## src/rtl/xilinx_primitive_pkg.sv

```systemverilog
// ----------------------------------------------------------------------------
// xilinx_primitive_pkg
//   Shared types and helpers for the Xilinx primitive wrappers and the engines
//   that drive them.
//
//   sdp_rd_state_t  : control states of the simple-dual-port BRAM read engine.
//   sdp_rd_latency(): BRAM read latency in cycles for a given DO_REG setting
//                     (one cycle for the array plus one for the optional
//                     output register).
// ----------------------------------------------------------------------------
package xilinx_primitive_pkg;

    typedef enum logic [1:0] {
        IDLE    = 2'd0,
        RUN     = 2'd1,
        DRAIN   = 2'd2,
        DONE_ST = 2'd3
    } sdp_rd_state_t;

    function automatic int sdp_rd_latency(input int do_reg);
        return 1 + do_reg;
    endfunction

endpackage

```

## src/rtl/xilinx_sync_fifo.sv

```systemverilog
// ----------------------------------------------------------------------------
// xilinx_sync_fifo
//   Small single-clock first-word-fall-through FIFO with a registered head.
//   The head entry is always held in an output register, so RD_DATA comes
//   straight from a flop and stays stable until the entry is popped.
//
//   Ports
//     CLK      in   clock
//     RST      in   synchronous active-high reset (empties the FIFO, RD_DATA=0)
//     WR_EN    in   push request; accepted when not full, or when full with a
//                   simultaneous pop
//     WR_DATA  in   WIDTH   data to push
//     FULL     out  COUNT == DEPTH
//     RD_EN    in   pop request; ignored when empty
//     RD_DATA  out  WIDTH   head entry (meaningful when EMPTY=0)
//     EMPTY    out  COUNT == 0
//     COUNT    out  number of stored entries
// ----------------------------------------------------------------------------
module xilinx_sync_fifo #(
    parameter  int WIDTH = 33,
    parameter  int DEPTH = 4,
    localparam int PTR_W = (DEPTH > 1) ? $clog2(DEPTH) : 1,
    localparam int CNT_W = $clog2(DEPTH + 1)
) (
    input  logic             CLK,
    input  logic             RST,
    input  logic             WR_EN,
    input  logic [WIDTH-1:0] WR_DATA,
    output logic             FULL,
    input  logic             RD_EN,
    output logic [WIDTH-1:0] RD_DATA,
    output logic             EMPTY,
    output logic [CNT_W-1:0] COUNT
);

    logic [WIDTH-1:0] mem_q [DEPTH];
    logic [PTR_W-1:0] wr_ptr_q, wr_ptr_d;
    logic [PTR_W-1:0] rd_ptr_q, rd_ptr_d;
    logic [CNT_W-1:0] count_q, count_d;
    logic [WIDTH-1:0] head_q, head_d;
    logic             push, pop;

    function automatic logic [PTR_W-1:0] ptr_inc(input logic [PTR_W-1:0] p);
        return (p == PTR_W'(DEPTH - 1)) ? '0 : p + PTR_W'(1);
    endfunction

    assign FULL    = (count_q == CNT_W'(DEPTH));
    assign EMPTY   = (count_q == '0);
    assign COUNT   = count_q;
    assign RD_DATA = head_q;

    assign pop  = RD_EN && !EMPTY;
    // A pop frees a slot in the same cycle, so a full FIFO can still take a
    // push alongside it. The slot being overwritten is the one leaving.
    assign push = WR_EN && (!FULL || pop);

    always_comb begin
        rd_ptr_d = pop  ? ptr_inc(rd_ptr_q) : rd_ptr_q;
        wr_ptr_d = push ? ptr_inc(wr_ptr_q) : wr_ptr_q;
        count_d  = count_q + CNT_W'(push) - CNT_W'(pop);
        head_d   = head_q;
        if (push && ((count_q == '0) || (pop && (count_q == CNT_W'(1))))) begin
            // Nothing else stored after this cycle's pop: new word is the head.
            head_d = WR_DATA;
        end else if (pop && (count_q != CNT_W'(1))) begin
            // Next older entry is already in the array.
            head_d = mem_q[rd_ptr_d];
        end
    end

    always_ff @(posedge CLK) begin
        if (RST) begin
            wr_ptr_q <= '0;
            rd_ptr_q <= '0;
            count_q  <= '0;
            head_q   <= '0;
        end else begin
            wr_ptr_q <= wr_ptr_d;
            rd_ptr_q <= rd_ptr_d;
            count_q  <= count_d;
            head_q   <= head_d;
        end
    end

    always_ff @(posedge CLK) begin
        if (push) begin
            mem_q[wr_ptr_q] <= WR_DATA;
        end
    end

endmodule

```

## src/rtl/xilinx_sdp_bram_reader.sv

```systemverilog
// ----------------------------------------------------------------------------
// xilinx_sdp_bram_reader
//   Read-side engine for the simple-dual-port BRAM wrapper. A START command
//   (address, length) becomes a burst of RDEN/RDADDR (and REGCE when the
//   output register is used) on the BRAM read port. Returning words are
//   absorbed in a credit-controlled skid FIFO and presented as a valid/ready
//   stream with a last flag. Runs entirely in the BRAM RDCLK domain.
//
//   Ports
//     CLK         in   clock (same net as the wrapper RDCLK)
//     RST         in   synchronous active-high reset; aborts any burst
//     START       in   command strobe, accepted only when BUSY=0
//     START_ADDR  in   ADDR_WIDTH  first word address
//     START_LEN   in   LEN_WIDTH   number of words (0 allowed)
//     BUSY        out  high from the cycle after an accepted START until DONE
//     DONE        out  one-cycle completion pulse
//     RDADDR      out  15  BRAM read address (upper bits zero)
//     RDEN        out  BRAM read enable
//     REGCE       out  BRAM output register enable (DO_REG=1 only)
//     DO          in   READ_WIDTH  BRAM read data
//     M_DATA      out  READ_WIDTH  stream data
//     M_VALID     out  stream valid
//     M_READY     in   stream ready
//     M_LAST      out  final word of the burst
// ----------------------------------------------------------------------------
module xilinx_sdp_bram_reader
    import xilinx_primitive_pkg::*;
#(
    parameter int READ_WIDTH = 32,
    parameter int ADDR_WIDTH = 15,
    parameter int DO_REG     = 0,
    parameter int LEN_WIDTH  = 16,
    parameter int SKID_DEPTH = 4
) (
    input  logic                  CLK,
    input  logic                  RST,
    input  logic                  START,
    input  logic [ADDR_WIDTH-1:0] START_ADDR,
    input  logic [LEN_WIDTH-1:0]  START_LEN,
    output logic                  BUSY,
    output logic                  DONE,
    output logic [14:0]           RDADDR,
    output logic                  RDEN,
    output logic                  REGCE,
    input  logic [READ_WIDTH-1:0] DO,
    output logic [READ_WIDTH-1:0] M_DATA,
    output logic                  M_VALID,
    input  logic                  M_READY,
    output logic                  M_LAST
);

    localparam int LAT   = sdp_rd_latency(DO_REG);
    localparam int CW    = LEN_WIDTH + 1;
    localparam int INF_W = $clog2(LAT + 1);
    localparam int FCW   = $clog2(SKID_DEPTH + 1);

    generate
        if ((SKID_DEPTH < LAT + 1) || (SKID_DEPTH > 16)) begin : g_bad_depth
            $error("SKID_DEPTH must lie between LAT+1 and 16");
        end
        if ((ADDR_WIDTH < 1) || (ADDR_WIDTH > 15)) begin : g_bad_addr
            $error("ADDR_WIDTH must lie between 1 and 15");
        end
        if ((READ_WIDTH < 1) || (READ_WIDTH > 72)) begin : g_bad_width
            $error("READ_WIDTH must lie between 1 and 72");
        end
    endgenerate

    sdp_rd_state_t         state_q, state_d;
    logic [ADDR_WIDTH-1:0] addr_q, addr_d;
    logic [CW-1:0]         len_q, len_d;
    logic [CW-1:0]         issued_q, issued_d;
    logic [CW-1:0]         popped_q, popped_d;
    logic [INF_W-1:0]      inflight_q, inflight_d;
    logic [LAT-1:0]        pipe_valid_q, pipe_valid_d;
    logic [LAT-1:0]        pipe_last_q, pipe_last_d;

    logic                  issue, issue_last, pop;
    logic [31:0]           credit_used;

    logic                  fifo_wr, fifo_full, fifo_empty;
    logic [READ_WIDTH:0]   fifo_rd;
    logic [FCW-1:0]        fifo_count;

    // Every word either sits in the latency pipe or in the FIFO; a read may
    // only be issued while that total leaves a free FIFO slot. A pop in the
    // same cycle is deliberately not credited so issue never depends on
    // M_READY combinationally.
    assign credit_used = 32'(inflight_q) + 32'(fifo_count);
    assign issue       = (state_q == RUN) && (issued_q < len_q) &&
                         (credit_used < 32'(SKID_DEPTH)) && !fifo_full;
    assign issue_last  = issue && ((issued_q + CW'(1)) == len_q);
    assign pop         = !fifo_empty && M_READY;

    // Latency pipe: one valid/last tag per outstanding BRAM read.
    assign pipe_valid_d[0] = issue;
    assign pipe_last_d[0]  = issue_last;
    for (genvar gi = 1; gi < LAT; gi++) begin : g_pipe
        assign pipe_valid_d[gi] = pipe_valid_q[gi-1];
        assign pipe_last_d[gi]  = pipe_last_q[gi-1];
    end

    // DO is valid in the cycle the tail tag is set.
    assign fifo_wr    = pipe_valid_q[LAT-1];
    assign inflight_d = inflight_q + INF_W'(issue) - INF_W'(fifo_wr);

    always_comb begin
        state_d  = state_q;
        addr_d   = addr_q;
        len_d    = len_q;
        issued_d = issued_q;
        popped_d = popped_q;
        if (issue) begin
            addr_d   = addr_q + ADDR_WIDTH'(1);
            issued_d = issued_q + CW'(1);
        end
        if (pop) begin
            popped_d = popped_q + CW'(1);
        end
        case (state_q)
            IDLE: begin
                if (START) begin
                    addr_d   = START_ADDR;
                    len_d    = {1'b0, START_LEN};
                    issued_d = '0;
                    popped_d = '0;
                    state_d  = (START_LEN == '0) ? DONE_ST : RUN;
                end
            end
            RUN: begin
                if (issued_d == len_q) begin
                    state_d = DRAIN;
                end
            end
            DRAIN: begin
                if (pop && (popped_d == len_q)) begin
                    state_d = DONE_ST;
                end
            end
            DONE_ST: begin
                state_d = IDLE;
            end
            default: begin
                state_d = IDLE;
            end
        endcase
    end

    always_ff @(posedge CLK) begin
        if (RST) begin
            state_q      <= IDLE;
            addr_q       <= '0;
            len_q        <= '0;
            issued_q     <= '0;
            popped_q     <= '0;
            inflight_q   <= '0;
            pipe_valid_q <= '0;
            pipe_last_q  <= '0;
        end else begin
            state_q      <= state_d;
            addr_q       <= addr_d;
            len_q        <= len_d;
            issued_q     <= issued_d;
            popped_q     <= popped_d;
            inflight_q   <= inflight_d;
            pipe_valid_q <= pipe_valid_d;
            pipe_last_q  <= pipe_last_d;
        end
    end

    xilinx_sync_fifo #(
        .WIDTH (READ_WIDTH + 1),
        .DEPTH (SKID_DEPTH)
    ) u_fifo (
        .CLK     (CLK),
        .RST     (RST),
        .WR_EN   (fifo_wr),
        .WR_DATA ({pipe_last_q[LAT-1], DO}),
        .FULL    (fifo_full),
        .RD_EN   (pop),
        .RD_DATA (fifo_rd),
        .EMPTY   (fifo_empty),
        .COUNT   (fifo_count)
    );

    generate
        if (DO_REG != 0) begin : g_regce
            // Output register captures the array output one cycle after RDEN.
            assign REGCE = pipe_valid_q[0];
        end else begin : g_no_regce
            assign REGCE = 1'b0;
        end
    endgenerate

    assign BUSY    = (state_q != IDLE);
    assign DONE    = (state_q == DONE_ST);
    assign RDEN    = issue;
    assign RDADDR  = 15'(addr_q);
    assign M_VALID = !fifo_empty;
    assign M_DATA  = fifo_rd[READ_WIDTH-1:0];
    assign M_LAST  = fifo_rd[READ_WIDTH];

endmodule
```

## config.mk

```make
export PLATFORM = sky130hd
export DESIGN_NAME = xilinx_sdp_bram_reader
export DESIGN_NICKNAME = d
export VERILOG_FILES = /design/src/rtl/xilinx_primitive_pkg.sv /design/src/rtl/xilinx_sync_fifo.sv /design/src/rtl/xilinx_sdp_bram_reader.sv
export SDC_FILE = /design/constraint.sdc
export NUM_CORES = 1
export LEC_CHECK = 0
export CORE_MARGIN = 2
export CORE_UTILIZATION = 58
export DETAILED_ROUTE_END_ITERATION = 10
export DONT_BUFFER_PORTS = 1
export GPL_ROUTABILITY_DRIVEN = 0
export GPL_TIMING_DRIVEN = 0
export PLACE_DENSITY = 0.86
export SLEW_MARGIN = 20
export SYNTH_ARGS = -nofsm -noshare
export SYNTH_HDL_FRONTEND = slang
export SYNTH_HIERARCHICAL = 1
export SYNTH_SLANG_ARGS = --single-unit
```

## constraint.sdc

```tcl
create_clock -name CLK -period 3.38 [get_ports CLK]
set_clock_uncertainty 0.15 [all_clocks]
set_input_delay 0.507 -clock CLK [delete_from_list [all_inputs] [get_ports CLK]]
set_output_delay 0.507 -clock CLK [all_outputs]
set_load 0.1 [all_outputs]
```

After elaboration in Yosys (flattened, before gate mapping)
Memory sizes are Yosys's and may differ from the RTL's.
Index checks and enable logic that the tools add are counted.
{"block": "totals", "n_memories": 1, "reg_bits": 110, "word_cells": 82, "output_inout_bits": 53, "mem_bits_rw": 132, "inputBits": 67}
{"block": "classes", "n_eq_ne": 14, "n_lt_le_gt_ge": 2, "n_reduce_logical": 22, "mux": 21, "add_sub_neg": 10}
{"memory": "u_fifo.mem_q", "depth": 4, "width": 33, "read_ports": 1, "rd_ports_with_merged_regs": 0, "wr": 1, "line_no": "xilinx_sync_fifo.sv:36", "source": "logic [WIDTH-1:0] mem_q [DEPTH];"}
{"operator": "17-bit 2-to-1 mux", "count": 6}
{"operator": "33-bit 2-to-1 mux", "count": 2}
{"operator": "17-bit by 16-bit equality test with 1-bit output", "count": 3}
{"operator": "15-bit 2-to-1 mux", "count": 3}
{"operator": "17-bit by 1-bit adder with 17-bit output (second input constant)", "count": 2}
{"operator": "17-bit by 16-bit less-than comparator with 1-bit output", "count": 1}
{"operator": "16-bit zero test", "count": 1}
{"operator": "15-bit by 1-bit adder with 15-bit output (second input constant)", "count": 1}
{"operator": "2-bit 2-to-1 mux", "count": 7}
{"operator": "1-bit logical AND", "count": 11}
{"operator": "2-bit equality test (second input constant)", "count": 4}
{"operator": "2-bit one-hot mux with 4 select lines", "count": 1}
{"operator": "1-bit by 3-bit adder with 4-bit output", "count": 1}
{"operator": "2-bit by 1-bit adder with 2-bit output (second input constant)", "count": 2}
{"operator": "4-bit by 3-bit less-than comparator with 1-bit output (second input constant)", "count": 1}
{"operator": "2-bit != test (second input constant)", "count": 2}
{"operator": "2-bit nonzero test", "count": 2}
{"operator": "3-bit by 1-bit adder with 3-bit output", "count": 1}
{"operator": "3-bit by 1-bit equality test with 1-bit output (second input constant)", "count": 1}
{"operator": "3-bit equality test (second input constant)", "count": 1}
{"operator": "3-bit zero test", "count": 1}
{"operator": "3-bit by 1-bit != test with 1-bit output (second input constant)", "count": 1}
{"operator": "3-bit AND reduction", "count": 1}
{"operator": "3-bit by 1-bit subtractor with 3-bit output", "count": 1}
{"operator": "other kinds (9)", "count": 12}

Depth between registers and ports, before layout
{"block": "logic_depth", "word_depth": 8, "depth_mapped": 13, "depth_no_buf": 12}

Hierarchy
The synthesis kept the hierarchy.
{"module": "xilinx_sync_fifo", "instances": 1, "cells_per_inst": 444, "area_per_inst_um2": 7060.5, "seq_area_each_um2": 4764.6}
{"module": "xilinx_sdp_bram_reader", "instances": 1, "cells_per_inst": 649, "area_per_inst_um2": 5019.8, "seq_area_each_um2": 1401.3}

Worst setup path before layout
Ideal clock, no wire load.
{"block": "synth_path", "kind": "reg2out", "startpoint": "reg len_q[3]", "endpoint": "out RDEN", "stages_incl_launch_ff": 11, "n_path_buf": 2, "t_arrival_ns": 3.059, "t_required_ns": 2.723, "path_slack_ns": -0.336, "path_cell_list": "dfxtp_1 clkbuf_1 inv_1 ha_1 a21o_1 a21oi_1 a21oi_1 o21ai_2 nand2_1 inv_2 buf_1"}
{"block": "synth_between", "elab_chain_len": 4}
{"item": "start: declaration", "line_no": "xilinx_sdp_bram_reader.sv:71", "source": "logic [CW-1:0] len_q, len_d;"}
{"item": "start signal: assignment", "line_no": "xilinx_sdp_bram_reader.sv:162", "source": "len_q <= len_d;"}
{"item": "17-bit by 16-bit less-than comparator with 1-bit output", "line_no": "xilinx_sdp_bram_reader.sv:90", "source": "assign issue = (state_q == RUN) && (issued_q < len_q) &&"}
{"item": "1-bit logical AND (2 in series)", "line_no": "xilinx_sdp_bram_reader.sv:90"}
{"item": "1-bit logical AND", "line_no": "xilinx_sdp_bram_reader.sv:91", "source": "(credit_used < 32'(SKID_DEPTH)) && !fifo_full;"}
{"item": "end: declaration", "line_no": "xilinx_sdp_bram_reader.sv:43", "source": "output logic RDEN,"}
Every way passes these cells.

Worst setup path in the final report
{"block": "layout_path", "startpoint": "reg u_fifo.count_q[2] (netlist: u_fifo/COUNT[2])", "endpoint": "reg state_q[1]"}
{"block": "layout_between", "elab_chain_len": 8, "word_cells_on_any_way": 17, "cone_classes": "1 x add/sub; 1 x order compare; 5 x eq/ne; 2 x mux; 8 x reduce/logical"}
{"item": "start: declaration", "line_no": "xilinx_sync_fifo.sv:39", "source": "logic [CNT_W-1:0] count_q, count_d;"}
{"item": "start signal: assignment", "line_no": "xilinx_sync_fifo.sv:80", "source": "count_q <= count_d;"}
{"item": "3-bit zero test *", "line_no": "xilinx_sync_fifo.sv:48", "source": "assign EMPTY = (count_q == '0);"}
{"item": "via fifo_empty", "line_no": "xilinx_sdp_bram_reader.sv:81", "source": "logic fifo_wr, fifo_full, fifo_empty;"}
{"item": "1-bit zero test *", "line_no": "xilinx_sdp_bram_reader.sv:93", "source": "assign pop = !fifo_empty && M_READY;"}
{"item": "1-bit logical AND *", "line_no": "xilinx_sdp_bram_reader.sv:93"}
{"item": "17-bit 2-to-1 mux", "line_no": "xilinx_sdp_bram_reader.sv:117", "source": "if (pop) begin"}
{"item": "17-bit by 16-bit equality test with 1-bit output", "line_no": "xilinx_sdp_bram_reader.sv:136", "source": "if (pop && (popped_d == len_q)) begin"}
{"item": "1-bit logical AND *", "line_no": "xilinx_sdp_bram_reader.sv:136"}
{"item": "2-bit != test (no source line) *"}
{"item": "3-bit AND reduction (no source line) *"}
{"item": "end signal: assignment", "line_no": "xilinx_sdp_bram_reader.sv:160", "source": "state_q <= state_d;"}
{"item": "end: declaration", "line_no": "xilinx_sdp_bram_reader.sv:69", "source": "sdp_rd_state_t state_q, state_d;"}
The timed path passes the listed nets; every way through them passes the cells marked *.
A chain may end at the register's enable or synchronous reset.

==> impl_metrics.csv <==
group,metric,value,unit
setup_path,cp_slowest_cell,"sky130_fd_sc_hd__a2111oi_4",
logic_synthesis,synth-edff-count,132,
power,power.density,771,mW/mm²
global_route,first_global_vias,9469,
setup_path,start_kind,"flop",
global_route,grt.total_usage,0.298,
min_path,hold_path_depth,2,
timing,period_needed,3.35,ns
route,routed-via-count,9606,
setup_path,worst-r2r-cell-count,11,
route,wl_per_cell,23.3,µm
timing,max_slew.worst_pin.slew,1.13,ns
route,drc_errors,0,
setup_path,worstReg2RegEnd,"state_q[1]",
cts,worst_skew_pair.late_latency,0.55,ns
logic_synthesis,synth_flop_cell,"sky130_fd_sc_hd__edfxtp_1",
logic_synthesis,post_synth_main_area_contributors,"sky130_fd_sc_hd__edfxtp_1 33%, sky130_fd_sc_hd__dfxtp_1 18%, sky130_fd_sc_hd__mux2_2 6.2%",
placed_design,dp_hpwl,20300,µm
route,drt_iter0_drc,1044,
logic_synthesis,ys_seq_area_frac,0.510,
setup_path,worstSetupPathType,"flop to flop",
finish,nets,1293,
floorplanning,initial_core_util,0.593,
logic_synthesis,ys_types,89,
floorplanning,floorplan_die_height,148,µm
timing,final-hold-violation-count,0,
route,antenna_viol_nets_final,0,
floorplanning,fp.dieArea,0.0220,mm²
outcome,outcome,"finished clean",
logic_synthesis,syn_inst,1093,
floorplanning,placeableCoreArea,0.0204,mm²
setup_path,critPathRequiredTime,3.69,ns
timing,grt_setup_unrepaired,"true",
global_route,total_congestion_overflow_after_global_routing,0,
timing,max_clock_freq,0.298,GHz
timing,slew_violations,0,
setup_path,crit_path_max_fanout,5,
cts,clkSinkCount,242,
route,wl,34600,µm
power,power_leakage,5.04,nW
timing,worst_hold_slack,0.0146,ns
logic_synthesis,synth_top_area_cell,"sky130_fd_sc_hd__edfxtp_1",
cts,tritoncts.num_buffers,26,
timing,min_period_over_period,0.992,
cts,clockBufferDepth,3,
route,routed_via_density,6.47,
logic_synthesis,ys_ff_latch,242,
min_path,min_to,"RDADDR[2]",
cts,clk_pin_slew_worst_setup_hold_paths,0.06,ns
logic_synthesis,synthArstFlopShare,0,
global_route,largest_net_degree_at_the_start_of_global_routing,24,
power,max-vdd-ir-drop,0.000694,V
timing,max_slew_margin,0.243,
power,finalPower,11.0,mW
setup_path,reg2reg_from,"u_fifo/COUNT[2]",
setup_path,critical-path-max-stage-delay,0.44,ns
flow_run,max_cap_violations,0,
floorplanning,floorplan.die.width,148,µm
min_path,timing.hold.worst.start,"START_ADDR[2]",
finish,ratio_of_cells_with_drive_above_1_in_the_final_layout,0.187,
timing,finalSetupViolations,0,
route,detail_route.first_pass.iterations,6,
finish,layout.cells.most_common_list,"132 x sky130_fd_sc_hd__edfxtp_1, 122 x sky130_fd_sc_hd__nor2_1, 105 x sky130_fd_sc_hd__nand2_1, 101 x sky130_fd_sc_hd__dfxtp_1, 66 x sky130_fd_sc_hd__mux2_2",
finish,most_common_cell_after_layout_fill_and_taps_aside,"sky130_fd_sc_hd__edfxtp_1",
cts,cts_tree,"yes",
global_route,grt_antenna_before_repair,0,
global_route,grt_pass1_wl,51600,µm
min_path,min-delay-path-class,"primary input to flop",
setup_path,worst_setup_path_end_kind,"flop",
setup_path,timing.critical_path.cells,"or2_4, nor2_4, and4b_2, nand4_2, a2111oi_4, o2111ai_2, nor4_4, a32oi_2, or3_1, o31a_1, o31ai_2",
setup_path,setup.reg_to_reg.worst_slack,0.03,ns
logic_synthesis,ys_warn_count,6,
floorplanning,rows,52,
finish,antenna_cells,0,
logic_synthesis,synthesis.nets,1191,
floorplanning,top_level_ports,120,
logic_synthesis,syn_avg_cell_area,11.1,µm²
finish,area_delta_synth_final,18.1,%
cts,cts.root.buffer_cell,"sky130_fd_sc_hd__clkbuf_16",
cts,htreeDepth,1,
logic_synthesis,synth_top_cell_area_share,0.328,
setup_path,arrival_time_of_data_at_the_critical_path_endpoint,3.66,ns
placed_design,place.port_buffers,0,
logic_synthesis,synth.cell_area,0.0121,mm²
==> kinds of logic (layout without fill, tap and decap cells) <==
group	after synthesis	count (layout)	synth area share
and+or+nand+nor	379	379	0.153
adders and majority gates	31	31	0.0327
other	1	1	0.000310
muxes	77	77	0.0715
buffers and inverters	98	220	0.0523
xor gates and xnor gates	83	83	0.0613
AOI/OAI and AO/OA	182	182	0.118
DFF	242	242	0.510
==> critical path, delay by kind of cell (launching register included) <==
family | cells | cell delay (ns)
flops | 1 | 0.37
compound gates | 5 | 1.18
simple gates | 6 | 1.56
==> synthesized netlist by cell type (6+ instances only) <==
library cell	n
sky130_fd_sc_hd__nor4_1	11
sky130_fd_sc_hd__clkbuf_8	13
sky130_fd_sc_hd__a211oi_1	43
sky130_fd_sc_hd__dfxtp_1	110
sky130_fd_sc_hd__a221oi_1	27
sky130_fd_sc_hd__or3_1	7
sky130_fd_sc_hd__nand4_1	17
sky130_fd_sc_hd__o2111ai_1	7
sky130_fd_sc_hd__and2_1	9
sky130_fd_sc_hd__xnor2_1	44
sky130_fd_sc_hd__nor2b_1	10
sky130_fd_sc_hd__a221oi_2	6
sky130_fd_sc_hd__nand3_1	29
sky130_fd_sc_hd__xor2_1	38
sky130_fd_sc_hd__a21oi_1	30
sky130_fd_sc_hd__inv_1	33
sky130_fd_sc_hd__and3_1	13
sky130_fd_sc_hd__nand2_1	106
sky130_fd_sc_hd__edfxtp_1	132
sky130_fd_sc_hd__nor2_1	123
sky130_fd_sc_hd__nand2b_1	8
sky130_fd_sc_hd__a31oi_1	6
sky130_fd_sc_hd__mux2_2	66
sky130_fd_sc_hd__o21ai_0	11
sky130_fd_sc_hd__ha_1	30
sky130_fd_sc_hd__buf_6	6
sky130_fd_sc_hd__clkbuf_1	30
sky130_fd_sc_hd__mux2i_1	8
sky130_fd_sc_hd__nor3_1	17
==> metal layers <==
layer	vias up	share of wire	track usage
li1	4217	-	-
met1	4547	0.36	0.372
met2	653	0.47	0.500
met3	189	0.11	0.0663
met4	0	0.053	0.128
met5	-	0	0
==> repair_timing <==
action	in CTS	in global routing
endpoints found under the hold margin	154	0
endpoints found under the setup margin	54	6
pin swaps	9	10
setup buffers	9	7
gates resized for setup	29	22
hold buffers	58	0
==> flip-flops by register name, summed over array words and instances, names as in the netlist <==
| signal | cells |
|---|---|
| u_fifo/wr_ptr_q | 2 |
| u_fifo/COUNT | 3 |
| RDADDR | 15 |
| issued_q | 17 |
| fifo_wr | 1 |
| inflight_q | 1 |
| popped_q | 17 |
| pipe_last_q | 1 |
| u_fifo/mem_q | 132 |
| u_fifo/RD_DATA | 33 |
| len_q | 16 |
| state_q | 2 |
| u_fifo/rd_ptr_q | 2 |
==> stage by stage <==
stage	util	std cells	TNS, ns	setup WS, ns	instance area [µm²]
5_1_grt	0.700	1485	-0.0926	-0.0480	14300
3_3_place_gp	0.610	1363	-86.70	-0.727	12400
3_5_place_dp	0.615	1367	-16.90	-0.748	12500
6_report	0.700	1485	0	0.0265	14300
4_1_cts	0.694	1479	0	0.00219	14100
2_1_floorplan	-	1093	0	0.0596	12100
==> power breakdown <==
| part | switching, mW | internal, mW | total, mW |
|---|---|---|---|
| clock network | 1.22 | 1.77 | 2.99 |
| logic | 2.12 | 1.35 | 3.47 |
| registers | 1.11 | 3.42 | 4.54 |
==> cell type report <==
type,instances,area [µm²]
flip-flops and latches,242,6180
fillers,1277,6100
multi-input cells,753,5400
repair buffers,78,796
clock buffers,36,739
plain buffers,60,509
well taps,270,338
clock inverters,12,168
inverters,34,133
==> how the worst max path moves through the flow <==
stage / start / end / slack (ns) / cells after the start
2_1_floorplan: len_q[3] / RDEN / 0.06 / 10
3_3_place_gp: len_q[3] / RDEN / -0.73 / 10
5_1_grt: u_fifo/COUNT[2] / state_q[1] / -0.05 / 11
4_1_cts: len_q[11] / RDEN / 0.002 / 9
3_5_place_dp: len_q[3] / RDEN / -0.75 / 10
6_report: u_fifo/COUNT[2] / state_q[1] / 0.03 / 11
No activity file was read; power rests on OpenSTA's default activity.
